==> config.mk <==
export PLATFORM = sky130hd
export DESIGN_NAME = dcache_port_arbiter
export DESIGN_NICKNAME = d
export VERILOG_FILES = /design/src/rtl/dcache_port_arbiter.sv
export SDC_FILE = /design/constraint.sdc
export NUM_CORES = 1
export LEC_CHECK = 0
export CAP_MARGIN = 20
export CORE_AREA = 2 2 168 170
export DETAILED_ROUTE_END_ITERATION = 10
export DIE_AREA = 0 0 170 172
export HOLD_SLACK_MARGIN = 0.1
export SKIP_CTS_REPAIR_TIMING = 1
export SLEW_MARGIN = 15
export SYNTH_ARGS = -nofsm -noshare
export SYNTH_HDL_FRONTEND = slang
export SYNTH_SLANG_ARGS = --single-unit
==> constraint.sdc <==
create_clock -name clock -period 7 [get_ports clock]
set_clock_uncertainty 0.15 [all_clocks]
set_input_delay 1.05 -clock clock [delete_from_list [all_inputs] [get_ports clock]]
set_output_delay 1.05 -clock clock [all_outputs]
set_load 0.1 [all_outputs]
==> src/rtl/dcache_port_arbiter.sv <==
// dcache_port_arbiter
// Arbitrates the single DCache port between the committing store at the
// store-queue head and the load-queue entries. It also runs one outstanding
// load miss to memory. Hits are still serviced while that miss is in flight.
//
// Ports
//   clock, reset         : clock and asynchronous active-high reset
//   except               : squash all loads (cancels or drains the miss)
//   st_req/addr/data/size: committed store request; st_gnt is the write grant
//   ld_req/addr/size     : per-entry load requests; rd_gnt is the one-hot grant
//   dc_*                 : DCache port strobes and address/data/size, plus
//                          the same-cycle hit and read data coming back
//   dc_feedback, dc_data : one-hot hit completion and hit data (combinational)
//   mem_req_*            : miss request to memory (valid/ready handshake)
//   mem_resp_*           : fill response from memory
//   mem_feedback/data    : registered one-cycle fill completion to the LQ
//   busy                 : miss sequencer is not idle

// Per-entry slice: eligibility, grant/feedback decode and the AND terms of
// the address/size mux. The top level OR-reduces the mux terms.
module dcache_arb_lane (
    input  logic        req,
    input  logic        mask,
    input  logic        kill,
    input  logic        sel,
    input  logic        hit,
    input  logic [15:0] addr,
    input  logic [1:0]  size,
    output logic        elig,
    output logic        gnt,
    output logic        fb,
    output logic [15:0] addr_term,
    output logic [1:0]  size_term
);
    assign elig      = req & ~mask & ~kill;
    assign gnt       = sel;
    assign fb        = sel & hit;
    assign addr_term = sel ? addr : '0;
    assign size_term = sel ? size : '0;
endmodule

module dcache_port_arbiter #(
    parameter int LSQSZ        = 8,
    parameter int STARVE_LIMIT = 4
) (
    input  logic                   clock,
    input  logic                   reset,
    input  logic                   except,
    input  logic                   st_req,
    input  logic [15:0]            st_addr,
    input  logic [31:0]            st_data,
    input  logic [1:0]             st_size,
    output logic                   st_gnt,
    input  logic [LSQSZ-1:0]       ld_req,
    input  logic [LSQSZ-1:0][15:0] ld_addr,
    input  logic [LSQSZ-1:0][1:0]  ld_size,
    output logic [LSQSZ-1:0]       rd_gnt,
    output logic                   dc_wr_en,
    output logic                   dc_rd_en,
    output logic [15:0]            dc_addr,
    output logic [31:0]            dc_wr_data,
    output logic [1:0]             dc_size,
    input  logic                   dc_hit,
    input  logic [31:0]            dc_rd_data,
    output logic [LSQSZ-1:0]       dc_feedback,
    output logic [31:0]            dc_data,
    output logic                   mem_req_valid,
    input  logic                   mem_req_ready,
    output logic [15:0]            mem_req_addr,
    output logic [1:0]             mem_req_size,
    input  logic                   mem_resp_valid,
    input  logic [31:0]            mem_resp_data,
    output logic [LSQSZ-1:0]       mem_feedback,
    output logic [31:0]            mem_data,
    output logic                   busy
);
    localparam int IW = (LSQSZ > 1) ? $clog2(LSQSZ) : 1;
    localparam int SW = $clog2(STARVE_LIMIT + 1);

    typedef enum logic [1:0] {S_IDLE, S_REQ, S_WAIT, S_DRAIN} state_t;

    state_t            state, state_n;
    logic [IW-1:0]     rr_ptr;
    logic [SW-1:0]     starve_cnt;
    logic [IW-1:0]     miss_idx;
    logic [15:0]       miss_addr;
    logic [1:0]        miss_size;

    logic [LSQSZ-1:0]       mask;
    logic [LSQSZ-1:0]       elig;
    logic [LSQSZ-1:0]       lane_sel;
    logic [LSQSZ-1:0][15:0] addr_terms;
    logic [LSQSZ-1:0][1:0]  size_terms;
    logic                   any_elig;
    logic                   ld_found;
    logic [IW-1:0]          ld_sel;
    logic                   store_win;
    logic                   load_win;
    logic [15:0]            ld_addr_mux;
    logic [1:0]             ld_size_mux;
    logic                   capture;
    logic                   fill;
    logic [LSQSZ-1:0]       miss_onehot;

    assign miss_onehot = LSQSZ'(1) << miss_idx;
    // The entry whose miss is in flight must not be re-granted until its fill.
    assign mask        = (state != S_IDLE) ? miss_onehot : '0;
    assign any_elig    = |elig;

    // Round-robin pick: first eligible entry at or after rr_ptr.
    always_comb begin
        ld_found = 1'b0;
        ld_sel   = '0;
        for (int k = 0; k < LSQSZ; k++) begin
            if (!ld_found && elig[(int'(rr_ptr) + k) % LSQSZ]) begin
                ld_found = 1'b1;
                ld_sel   = IW'((int'(rr_ptr) + k) % LSQSZ);
            end
        end
    end

    // The store normally wins; a waiting load overrides it only once the
    // store has won STARVE_LIMIT times in a row against it.
    assign store_win = st_req && (!any_elig || (starve_cnt < SW'(STARVE_LIMIT)));
    assign load_win  = ld_found && !store_win;

    for (genvar i = 0; i < LSQSZ; i++) begin : g_lane
        assign lane_sel[i] = load_win && (ld_sel == IW'(i));
        dcache_arb_lane u_lane (
            .req       (ld_req[i]),
            .mask      (mask[i]),
            .kill      (except),
            .sel       (lane_sel[i]),
            .hit       (dc_hit),
            .addr      (ld_addr[i]),
            .size      (ld_size[i]),
            .elig      (elig[i]),
            .gnt       (rd_gnt[i]),
            .fb        (dc_feedback[i]),
            .addr_term (addr_terms[i]),
            .size_term (size_terms[i])
        );
    end

    always_comb begin
        ld_addr_mux = '0;
        ld_size_mux = '0;
        for (int i = 0; i < LSQSZ; i++) begin
            ld_addr_mux = ld_addr_mux | addr_terms[i];
            ld_size_mux = ld_size_mux | size_terms[i];
        end
    end

    assign st_gnt     = store_win;
    assign dc_wr_en   = store_win;
    assign dc_rd_en   = load_win;
    assign dc_addr    = store_win ? st_addr : ld_addr_mux;
    assign dc_size    = store_win ? st_size : ld_size_mux;
    assign dc_wr_data = store_win ? st_data : '0;
    assign dc_data    = (load_win && dc_hit) ? dc_rd_data : '0;

    assign busy         = (state != S_IDLE);
    assign mem_req_addr = mem_req_valid ? miss_addr : '0;
    assign mem_req_size = mem_req_valid ? miss_size : '0;

    // Miss sequencer: state register.
    always_ff @(posedge clock or posedge reset) begin
        if (reset) state <= S_IDLE;
        else       state <= state_n;
    end

    // Miss sequencer: next state and request strobe.
    always_comb begin
        state_n       = state;
        capture       = 1'b0;
        fill          = 1'b0;
        mem_req_valid = 1'b0;
        case (state)
            S_IDLE: begin
                // A miss while busy is simply dropped; the entry retries.
                if (load_win && !dc_hit) begin
                    capture = 1'b1;
                    state_n = S_REQ;
                end
            end
            S_REQ: begin
                if (except) begin
                    state_n = S_IDLE;
                end else begin
                    mem_req_valid = 1'b1;
                    if (mem_req_ready) state_n = S_WAIT;
                end
            end
            S_WAIT: begin
                // A squash that coincides with the response drops the data.
                if (except) begin
                    state_n = mem_resp_valid ? S_IDLE : S_DRAIN;
                end else if (mem_resp_valid) begin
                    fill    = 1'b1;
                    state_n = S_IDLE;
                end
            end
            S_DRAIN: begin
                if (mem_resp_valid) state_n = S_IDLE;
            end
            default: state_n = S_IDLE;
        endcase
    end

    always_ff @(posedge clock or posedge reset) begin
        if (reset) begin
            rr_ptr       <= '0;
            starve_cnt   <= '0;
            miss_idx     <= '0;
            miss_addr    <= '0;
            miss_size    <= '0;
            mem_feedback <= '0;
            mem_data     <= '0;
        end else begin
            if (load_win)
                rr_ptr <= (ld_sel == IW'(LSQSZ - 1)) ? '0 : ld_sel + 1'b1;

            if (load_win || !any_elig) starve_cnt <= '0;
            else if (store_win)        starve_cnt <= starve_cnt + 1'b1;

            if (capture) begin
                miss_idx  <= ld_sel;
                miss_addr <= ld_addr_mux;
                miss_size <= ld_size_mux;
            end

            mem_feedback <= fill ? miss_onehot : '0;
            if (fill) mem_data <= mem_resp_data;
        end
    end
endmodule

=== Word level (Yosys, flattened, before mapping) ===
Cells that the tools add are included.

* Flip-flop bits (word level): 69
* Bits of input ports: 273
* Logic and storage cells: 217

* $lt $le $gt $ge: 9
* Add/subtract/negate cells: 9
* Shifts and indexed selects: 1
* Bitwise logic cells: 54
* Reduce and logical (&&, ||, !) cells: 44
* Equality and inequality tests: 12
* Multiplexer cells: 80

{| class="wikitable"
|+ Operator list
! cell !! number
|-
| $mux 16 || 10
|-
| $or 16x16->16 || 7
|-
| $mux 32 || 2
|-
| $lt 4x5->1 const B || 7
|-
| $mux 3 || 11
|-
| $mux 2 || 16
|-
| $mux 1 || 30
|-
| $and 1x1->1 || 24
|-
| $bmux 1 s3 || 8
|-
| $reduce_or 3->1 || 7
|-
| $logic_and 1x1->1 || 19
|-
| $mux 8 || 2
|-
| $or 2x2->2 || 7
|-
| $add 3x3->3 const B || 4
|-
| $eq 3x3->1 const B || 4
|-
| $logic_not 1->1 || 10
|-
| $add 3x1->3 const B || 3
|-
| $not 1->1 || 9
|-
| $pmux 2 s4 || 1
|-
| $reduce_or 8->1 || 1
|-
| $shl 1x3->8 const A || 1
|-
| $and 1x1->1 const A || 7
|-
| $add 3x2->3 const B || 2
|-
| $eq 3x2->1 const B || 2
|-
| 12 further kinds || 15
|}

=== Logic depth before layout (Yosys ltp) ===
Gate-level depths: netlist of the first run.

* Word-level depth: 40
* Mapped depth: 23

=== By module ===
Synthesis of the first run repeated with hierarchy kept, for this count alone.

* Cells, all modules: 762
* Area total of the unflattened synthesis: 6200.9 um^2

{| class="wikitable"
|+ By module, submodules not included
! module !! area an instance (um^2) !! seq. area each (um^2) !! cells an instance !! instances
|-
| dcache_port_arbiter || 4889.7 || 1726.7 || 586 || 1
|-
| dcache_arb_lane || 163.9 || 0.0 || 22 || 8
|}

=== Worst setup path before layout of the first run ===
OpenSTA, ideal clock, no wires.

* Path kind: reg-to-output
* Start: register rr_ptr[1]
* End: output dc_addr[15]
* Data arrival time: 5.705 ns
* Setup slack: 0.095 ns
* Buffers on the path: 6
* Stages on the path, launching flop included: 23
* Path through: dfrtp_1 > clkbuf_1 > inv_1 > clkbuf_1 > ha_1 > xnor2_1 > o211ai_1 > a21oi_1 > o21ai_0 > nand4bb_1 > o2111ai_1 > o211a_2 > or2_1 > buf_6 > buf_4 > inv_1 > ha_1 > buf_1 > clkbuf_1 > nand3_1 > a31oi_1 > a221oi_2 > a21oi_1

* Word-level cells in the longest chain between the ends: 35

{| class="wikitable"
|+ Ends and longest elaborated chain
! item !! RTL line !! source
|-
| start: declaration || 83 || <nowiki>logic [IW-1:0] rr_ptr;</nowiki>
|-
| start signal: assignment || 221 || <nowiki>rr_ptr <= (ld_sel == IW'(LSQSZ - 1)) ? '0 : ld_sel + 1'b1;</nowiki>
|-
| $add 3x1->3 or $bmux 1 s3 (tied branches) || 115 || <nowiki>if (!ld_found && elig[(int'(rr_ptr) + k) % LSQSZ]) begin</nowiki>
|-
| $bmux 1 s3 or $mux 1 (tied branches) || 115 ||
|-
| $mux 1 (not written as such) || 115 ||
|-
| $mux 1 (not written as such) or $logic_not 1->1 (tied branches) || 115 ||
|-
| $logic_and 1x1->1 || 115 ||
|-
| $mux 1 || 115 ||
|-
| $logic_not 1->1 || 115 ||
|-
| $logic_and 1x1->1 || 115 ||
|-
| [... 15 more ...] || - ||
|-
| $mux 3 * || 115 ||
|-
| net ld_sel[0] || 96 || <nowiki>logic [IW-1:0] ld_sel;</nowiki>
|-
| $eq 3x1->1 or $logic_not 3->1 (tied branches) || 128 || <nowiki>assign lane_sel[i] = load_win && (ld_sel == IW'(i));</nowiki>
|-
| $logic_and 1x1->1 || 128 ||
|-
| $mux 16 || 38 || <nowiki>assign addr_term = sel ? addr : '0;</nowiki>
|-
| $or 16x16->16 (6 in a row) || 149 || <nowiki>ld_addr_mux = ld_addr_mux | addr_terms[i];</nowiki>
|-
| $or 16x16->16 * || 149 ||
|-
| $mux 16 * || 157 || <nowiki>assign dc_addr = store_win ? st_addr : ld_addr_mux;</nowiki>
|-
| end: declaration || 60 || <nowiki>output logic [15:0] dc_addr,</nowiki>
|}

Mark *: on every way through the listed nets, which the timed path passes. The rest lies on a longest branch. The select of a mux whose other input is x is not followed.

=== Final worst setup path of the first run ===
* Start: input except
* End: output dc_addr[14]

* Word-level cells in the longest chain between the ends: 37

{| class="wikitable"
|+ Ends and longest elaborated chain
! item !! RTL line !! source
|-
| start: declaration || 48 || <nowiki>input logic except,</nowiki>
|-
| $not 1->1 * || 35 || <nowiki>assign elig = req & ~mask & ~kill;</nowiki>
|-
| $and 1x1->1 || 35 ||
|-
| $bmux 1 s3 || 115 ||
|-
| $mux 1 (not written as such) || 115 ||
|-
| $mux 1 || 115 ||
|-
| $logic_not 1->1 || 115 ||
|-
| $logic_and 1x1->1 || 115 ||
|-
| $mux 1 || 115 ||
|-
| [... 15 more ...] || - ||
|-
| $logic_not 1->1 || 115 ||
|-
| $logic_and 1x1->1 || 115 ||
|-
| $mux 3 or $mux 1 (tied branches) || 115 ||
|-
| $eq 3x1->1 (tied with other cells) || 128 ||
|-
| $logic_and 1x1->1 || 128 ||
|-
| $mux 16 || 38 ||
|-
| $or 16x16->16 (7 in a row) || 149 ||
|-
| $mux 16 * || 157 ||
|}

Every way passes the cells marked *; elsewhere a longest branch is shown, timed or not. The select of a mux whose other input is x is not followed.

==> results by group, run 1 <==
Hold path
  • Hold crit path type: flop to flop

CTS
  • Clk Latency, worst-skew pair: 0.34 ns
  • Max clock buf depth: 2
  • Reg clk slew, reported paths: about 0.060 ns
  • Root Buffer Master: clkbuf_16
  • CTS tree: built
  • Clock sink total: between 60 and 70
  • H-tree depth: 3
  • CTS Buf Count: 9

Critical path
  • Slowest stage delay, CP: 0.82 ns
  • Type of origin of the critical path: input port
  • Crit-path slowest cell: clkdlybuf4s50_1
  • Data required time at the worst endpoint: ~5.8 ns
  • CP Max Fanout: 33
  • WS Path Type: input port to output port
  • Worst setup EP type: output port
  • WP data arrival: 5.36 ns
  • Worst path cell trace: clkdlybuf4s50_1 > buf_4 > a211oi_1 > nor4_1 > o21ai_1 > nor3b_2 > o211a_2 > or2_2 > inv_1 > ha_1 > buf_4 > inv_1 > o21ai_0 > a221oi_2 > a21oi_1 > buf_12

Logic synthesis
  • Seq cells post-synth: slightly below 70
  • Synthesized instance count: a little under 800
  • Count leader, synth: nand2_1
  • Post-synthesis simple-gate area fraction: 30.03%
  • Largest family of logic cells by synthesized area: simple AND/OR/NAND/NOR gates
  • Compound-Gate Fraction of Synth Area: between 20 and 25%
  • Synth area leader: dfrtp_1
  • Warnings, synthesis: 0
  • Area fraction of the dominant cell type after synthesis: between 20% and 30%
  • Sequential share of the synthesized area: between 20% and 30%
  • Synth cell types: 66
  • Cell Area, Synth: between 6000 and 7000 um^2
  • Mux cell area share after synthesis: slightly below 8%
  • FFs w/ async S/R, synth: 100.0%
  • Synth Net Count: approximately 1100
  • Synth Flop Type: dfrtp_1
  • Adder-cell share of the synthesized area: 1.444%
  • Avg Cell Area, Syn: roughly 7.9 um^2
  • EDFF count, synth: 0
  • Post-synth top cells: nand2_1 (123), and3_1 (76), dfrtp_1 (69)
  • Synth top area cells: dfrtp_1 (28%), and3_1 (7.8%), nand2_1 (7.6%)
  • Synth Area in XOR/XNOR: less than 1%

Die
  • Die ar.: slightly below 30000 um^2
  • Rows: approximately 60
  • I/O pin count: 434
  • Initial cell density of the core: approximately 22%
  • Die W: around 170 um
  • Die height: around 170 um
  • Core Area: 27480 um^2

Detailed routing
  • WL final: around 31000 um
  • DR WL/cell: between 20 and 25 um
  • Vias post-DR: approximately 7300
  • Drt drc: 0
  • DRT iter0 DRCs: around 570
  • DR pass1 iterations: 5
  • Remaining antenna violation count: 0
  • Vias per cell: roughly 4.8

Pwr
  • Clock power frac: approximately 6.4%
  • Pleak: 4.875 nW
  • Int Pwr: around 2.7 mW
  • Gate power share: between 80% and 90%
  • Net Sw Frac: between 60% and 70%
  • Sw Pwr: between 4 and 5 mW
  • Seq pwr share: a little over 10%
  • Maximum VDD drop: ~0.00038 V
  • PwrDens: between 600 and 700 nW/um^2

Place
  • DP HPWL: between 20000 and 30000 um
  • GPL Wtd Cong: around 0.87
  • Port-buffer cells: roughly 430
  • Dpl ws: ~0.25 ns

Timing
  • Max Slew Vio Count: 0
  • Worst slew pin tran: roughly 1.1 ns
  • Final period util: 93.74%
  • Final hold vios: 0
  • Min Clock Period, post-route: 6.562 ns
  • Final setup margin: 0.4379 ns
  • # setup viols final: 0
  • Slew margin rel.: approximately 30%
  • WHS: 0.2925 ns
  • Unrepaired setup endpoints after global routing: no
  • Final setup TNS: 0 ns
  • Highest Clock Rate: around 150 MHz

Cells and area
  • Layout cells sized above 1: 17.35%
  • Area growth syn-to-layout: 89.27%
  • Fin util: a little over two fifths
  • # nets final: between 1000 and 1500
  • Fill cells: between 2000 and 3000

Global route
  • Number of global-route vias before repair: around 7200
  • Total congestion overflow: 0
  • All-Layer GR Usage: 20.51%
  • Largest net degree at the start of global routing: 45
  • First-pass GRT wire length: between 40000 and 50000 um
  • Initial antenna violation count: 5

Status
  • Outcome: completed

Job
  • Max cap viols: 0
[cell type report]
cell class	instances	area [um^2]	share of cell area, %
diodes	5	12.51	0.1090
clock buffers	9	225.2	1.962
clock inverters	7	57.56	0.5013
inverters	9	33.78	0.2942
multi-input cells	602	3855	33.58
flip-flops and latches	69	1727	15.04
well taps	346	432.9	3.771
repair buffers	457	5137	44.75
[through the flow]
step	power (mW)	std cells	cell area, um^2
floorplan	4.790	770	6066
global placement	6.504	1483	11180
detailed placement	6.521	1483	11180
CTS	6.991	1499	11460
global route	7.290	1502	11480
finish	6.938	1504	11480
[power by group through the flow]
stage | clock (mW) | combinational (mW) | sequential [mW]
3_3_place_gp | 0 | 5.80 | 0.705
5_1_grt | 0.476 | 6.08 | 0.730
4_1_cts | 0.460 | 5.83 | 0.704
2_1_floorplan | 0 | 3.49 | 1.30
6_report | 0.443 | 5.79 | 0.702
3_5_place_dp | 0 | 5.81 | 0.710
[critical path: cells and delay by family]
family                     cells  cell delay (ns)
buffers and inverters          6             1.77
AOI/OAI and AO/OA              6             1.42
and+or+nand+nor                3             0.91
adders and majority gates      1             0.20
[flip-flops by register name (all words and copies together), names as in the netlist]
register and count:
state 2, miss_addr 16, miss_idx 3, mem_feedback 8, rr_ptr 3, starve_cnt 3
mem_data 32, miss_size 2
[metal layers]
| metal | wire length, um | GRT usage (%) | vias up |
|---|---|---|---|
| met5 | 0 | 0 | - |
| met4 | 548 | 5.723 | 0 |
| met3 | 1763 | 4.326 | 27 |
| met2 | 16030 | 34.52 | 258 |
| met1 | 13040 | 26.65 | 3474 |
| li1 | - | - | 3522 |
[cell usage in the layout (no fill, tap or decap), types with 15 or more instances in the layout]
| master | n |
|---|---|
| nor2_1 | 66 |
| buf_12 | 70 |
| dfrtp_1 | 69 |
| nand3_1 | 36 |
| clkdlybuf4s50_1 | 332 |
| o21ai_0 | 19 |
| and3_1 | 76 |
| a31oi_1 | 19 |
| mux4_2 | 15 |
| buf_4 | 55 |
| nand2_1 | 123 |
| and2_1 | 24 |
| a21oi_1 | 47 |
| a22oi_1 | 24 |
| o211ai_1 | 25 |
[worst paths after layout]
path                               start              end  slack [ns]  cells past startpoint
max                               except      dc_addr[14]        0.44                     16
min                        starve_cnt[0]    starve_cnt[0]        0.29                      1
max reg2reg                    rr_ptr[1]    miss_addr[14]        2.16                     18
min reg2reg                starve_cnt[0]    starve_cnt[0]        0.29                      1
max in group asynchronous          reset  mem_feedback[7]        4.75                      3
min in group asynchronous          reset     miss_addr[2]        0.94                      2
[logic make-up after synthesis]
family	Yosys count
xor gates and xnor gates	5
muxes	28
and+or+nand+nor	369
buffers and inverters	99
DFF	69
AOI/OAI and AO/OA	193
adders and majority gates	7
Note: power is estimated with default switching activity, not from simulation.
==> run 2, diff against run 1 <==
Settings changed: CELL_PAD_IN_SITES_DETAIL_PLACEMENT set to 1, CELL_PAD_IN_SITES_GLOBAL_PLACEMENT set to 1, CORE_AREA 2 2 168 170 to 2 2 167 169, DIE_AREA 0 0 170 172 to 0 0 169 171, PLACE_DENSITY_LB_ADDON set to 0.1.
==> results by group, run 2 (synthesis gave the netlist of run 1 again) <==
Die
  • I/O pin count: 434
  • Die ar.: 28900 um^2
  • Die W: approximately 170 um
  • Die height: 171 um
  • Initial cell density of the core: between 20% and 30%
  • Rows: 61
  • Core Area: approximately 27000 um^2

Cells and area
  • # nets final: 1430
  • Commonest non-fill, non-tap cells in the layout: clkdlybuf4s50_1 (332), nand2_1 (123), and3_1 (76)
  • Max reg flops: 32
  • Most common cell after layout, fill and taps aside: clkdlybuf4s50_1
  • Largest registers: mem_data: 32 flops, miss_addr: 16 flops, mem_feedback: 8 flops
  • Top reg by flops: mem_data
  • Area growth syn-to-layout: 89.54%
  • Layout cells sized above 1: between 10% and 20%

Critical path
  • Reg2Reg Depth: 18
  • Worst setup EP type: output port
  • Worst r2r dst: miss_addr[14]
  • WP data arrival: approximately 5.4 ns
  • WS Path Type: flop to output port
  • CP Max Fanout: 33
  • Type of origin of the critical path: flop
  • Data required time at the worst endpoint: 5.80 ns
  • Reg2reg start: rr_ptr[1]
  • Slack of the worst reg-to-reg path: 2.01 ns

Timing
  • Final hold vios: 0
  • Slew margin rel.: a little over a quarter
  • Highest Clock Rate: ~150 MHz
  • Unrepaired setup endpoints after global routing: no
  • Final setup TNS: 0 ns
  • Final setup margin: 0.4231 ns
  • Final period util: 93.96%
  • Max Slew Vio Count: 0
  • Min Clock Period, post-route: 6.577 ns
  • Worst slew pin tran: 1.092 ns
  • # setup viols final: 0

Global route
  • First-pass GRT wire length: around 50000 um
  • Initial antenna violation count: 13
  • All-Layer GR Usage: a little under a quarter
  • Number of global-route vias before repair: 7860
  • Largest net degree at the start of global routing: 70
  • Total congestion overflow: 0

Detailed routing
  • Vias post-DR: between 7000 and 8000
  • Drt drc: 0
  • DR pass1 iterations: 6
  • WL final: around 35000 um
  • Routed wl met3: 2494 um
  • Vias per cell: ~4.9
  • Metal2 WL: about 18000 um
  • Highest routed layer: met5
  • Wire length on met1: approximately 13000 um
  • Remaining antenna violation count: 0
  • DRT iter0 DRCs: between 400 and 500
  • DR WL/cell: roughly 23 um

CTS
  • CTS tree: built
  • Root Buffer Master: clkbuf_16
  • H-tree depth: 3
  • Clock sink total: 69
  • CTS Buf Count: 9
  • Reg clk slew, reported paths: around 0.050 ns
  • Clk Latency, worst-skew pair: between 0.3 and 0.4 ns
  • Max clock buf depth: 2

Job
  • Max cap viols: 0

Hold path
  • Hold path cells: 1
  • Hold crit path type: flop to flop
  • Hold Path End: starve_cnt[0]
  • Min-delay src: starve_cnt[0]

Pwr
  • Pleak: around 4.9 nW
  • Maximum VDD drop: ~0.00047 V
  • PwrDens: 608.0 nW/um^2

Place
  • GPL Wtd Cong: 0.9099
  • Dpl ws: between 0.2 and 0.25 ns
  • Port-buffer cells: 433
  • DP HPWL: approximately 28000 um

Status
  • Outcome: completed
run 2: worst max-delay path by stage:
stage | start | to | cells past startpoint
3_3_place_gp | except | dc_addr[0] | 16
3_5_place_dp | except | dc_addr[0] | 16
6_report | rr_ptr[1] | dc_addr[0] | 19
4_1_cts | rr_ptr[1] | dc_addr[14] | 18
5_1_grt | rr_ptr[1] | dc_addr[0] | 19
2_1_floorplan | rr_ptr[1] | dc_addr[15] | 22
run 2: power by group:
| part | internal, mW | total, mW | switching [mW] |
|---|---|---|---|
| clock | 0.274 | 0.458 | 0.184 |
| sequential | 0.572 | 0.695 | 0.123 |
| combinational | 1.86 | 5.84 | 3.97 |
| total | 2.71 | 6.99 | 4.28 |
run 2: metrics by stage:
step           hold WS [ns]  instances  utilization, %  power, mW  instance area (um^2)
3_3_place_gp         0.2832       1485           40.92      6.560                 11180
5_1_grt              0.3043       1502           42.03      7.341                 11480
4_1_cts              0.2942       1500           41.98      7.052                 11470
3_5_place_dp         0.2835       1485           40.92      6.565                 11180
2_1_floorplan        0.2656        770               -      4.790                  6066
6_report             0.2949       1507           42.08      6.990                 11500
run 2: layer usage:
| layer | GRT usage (%) | vias up |
|---|---|---|
| met5 | 0 | - |
| met4 | 4.274 | 8 |
| met3 | 7.610 | 26 |
| met2 | 42.64 | 239 |
| met1 | 26.38 | 3568 |
| li1 | - | 3541 |
run 2: layout make-up:
class | count | area, um^2
inverter | 9 | 33.78
clock buffer | 9 | 225.2
sequential | 69 | 1727
multi-input combinational | 602 | 3857
antenna | 7 | 17.52
clock inverter | 6 | 63.81
tap | 346 | 432.9
timing repair buffer | 459 | 5140
fill | 3128 | 15830
run 2: critical path: stages, from the launching register on:
cell and delay [ns]:
dfrtp_1 0.66, inv_1 0.13, ha_1 0.26, xnor2_2 0.35, buf_4 0.24, o211ai_1 0.10
a21oi_1 0.27, o21ai_0 0.23, nand4bb_1 0.17, o2111ai_1 0.17, o211a_2 0.23, or2_2 0.35
inv_1 0.18, ha_1 0.19, buf_4 0.34, nand3_1 0.19, a31oi_1 0.23, a221oi_2 0.08
a21oi_1 0.41, buf_12 0.24
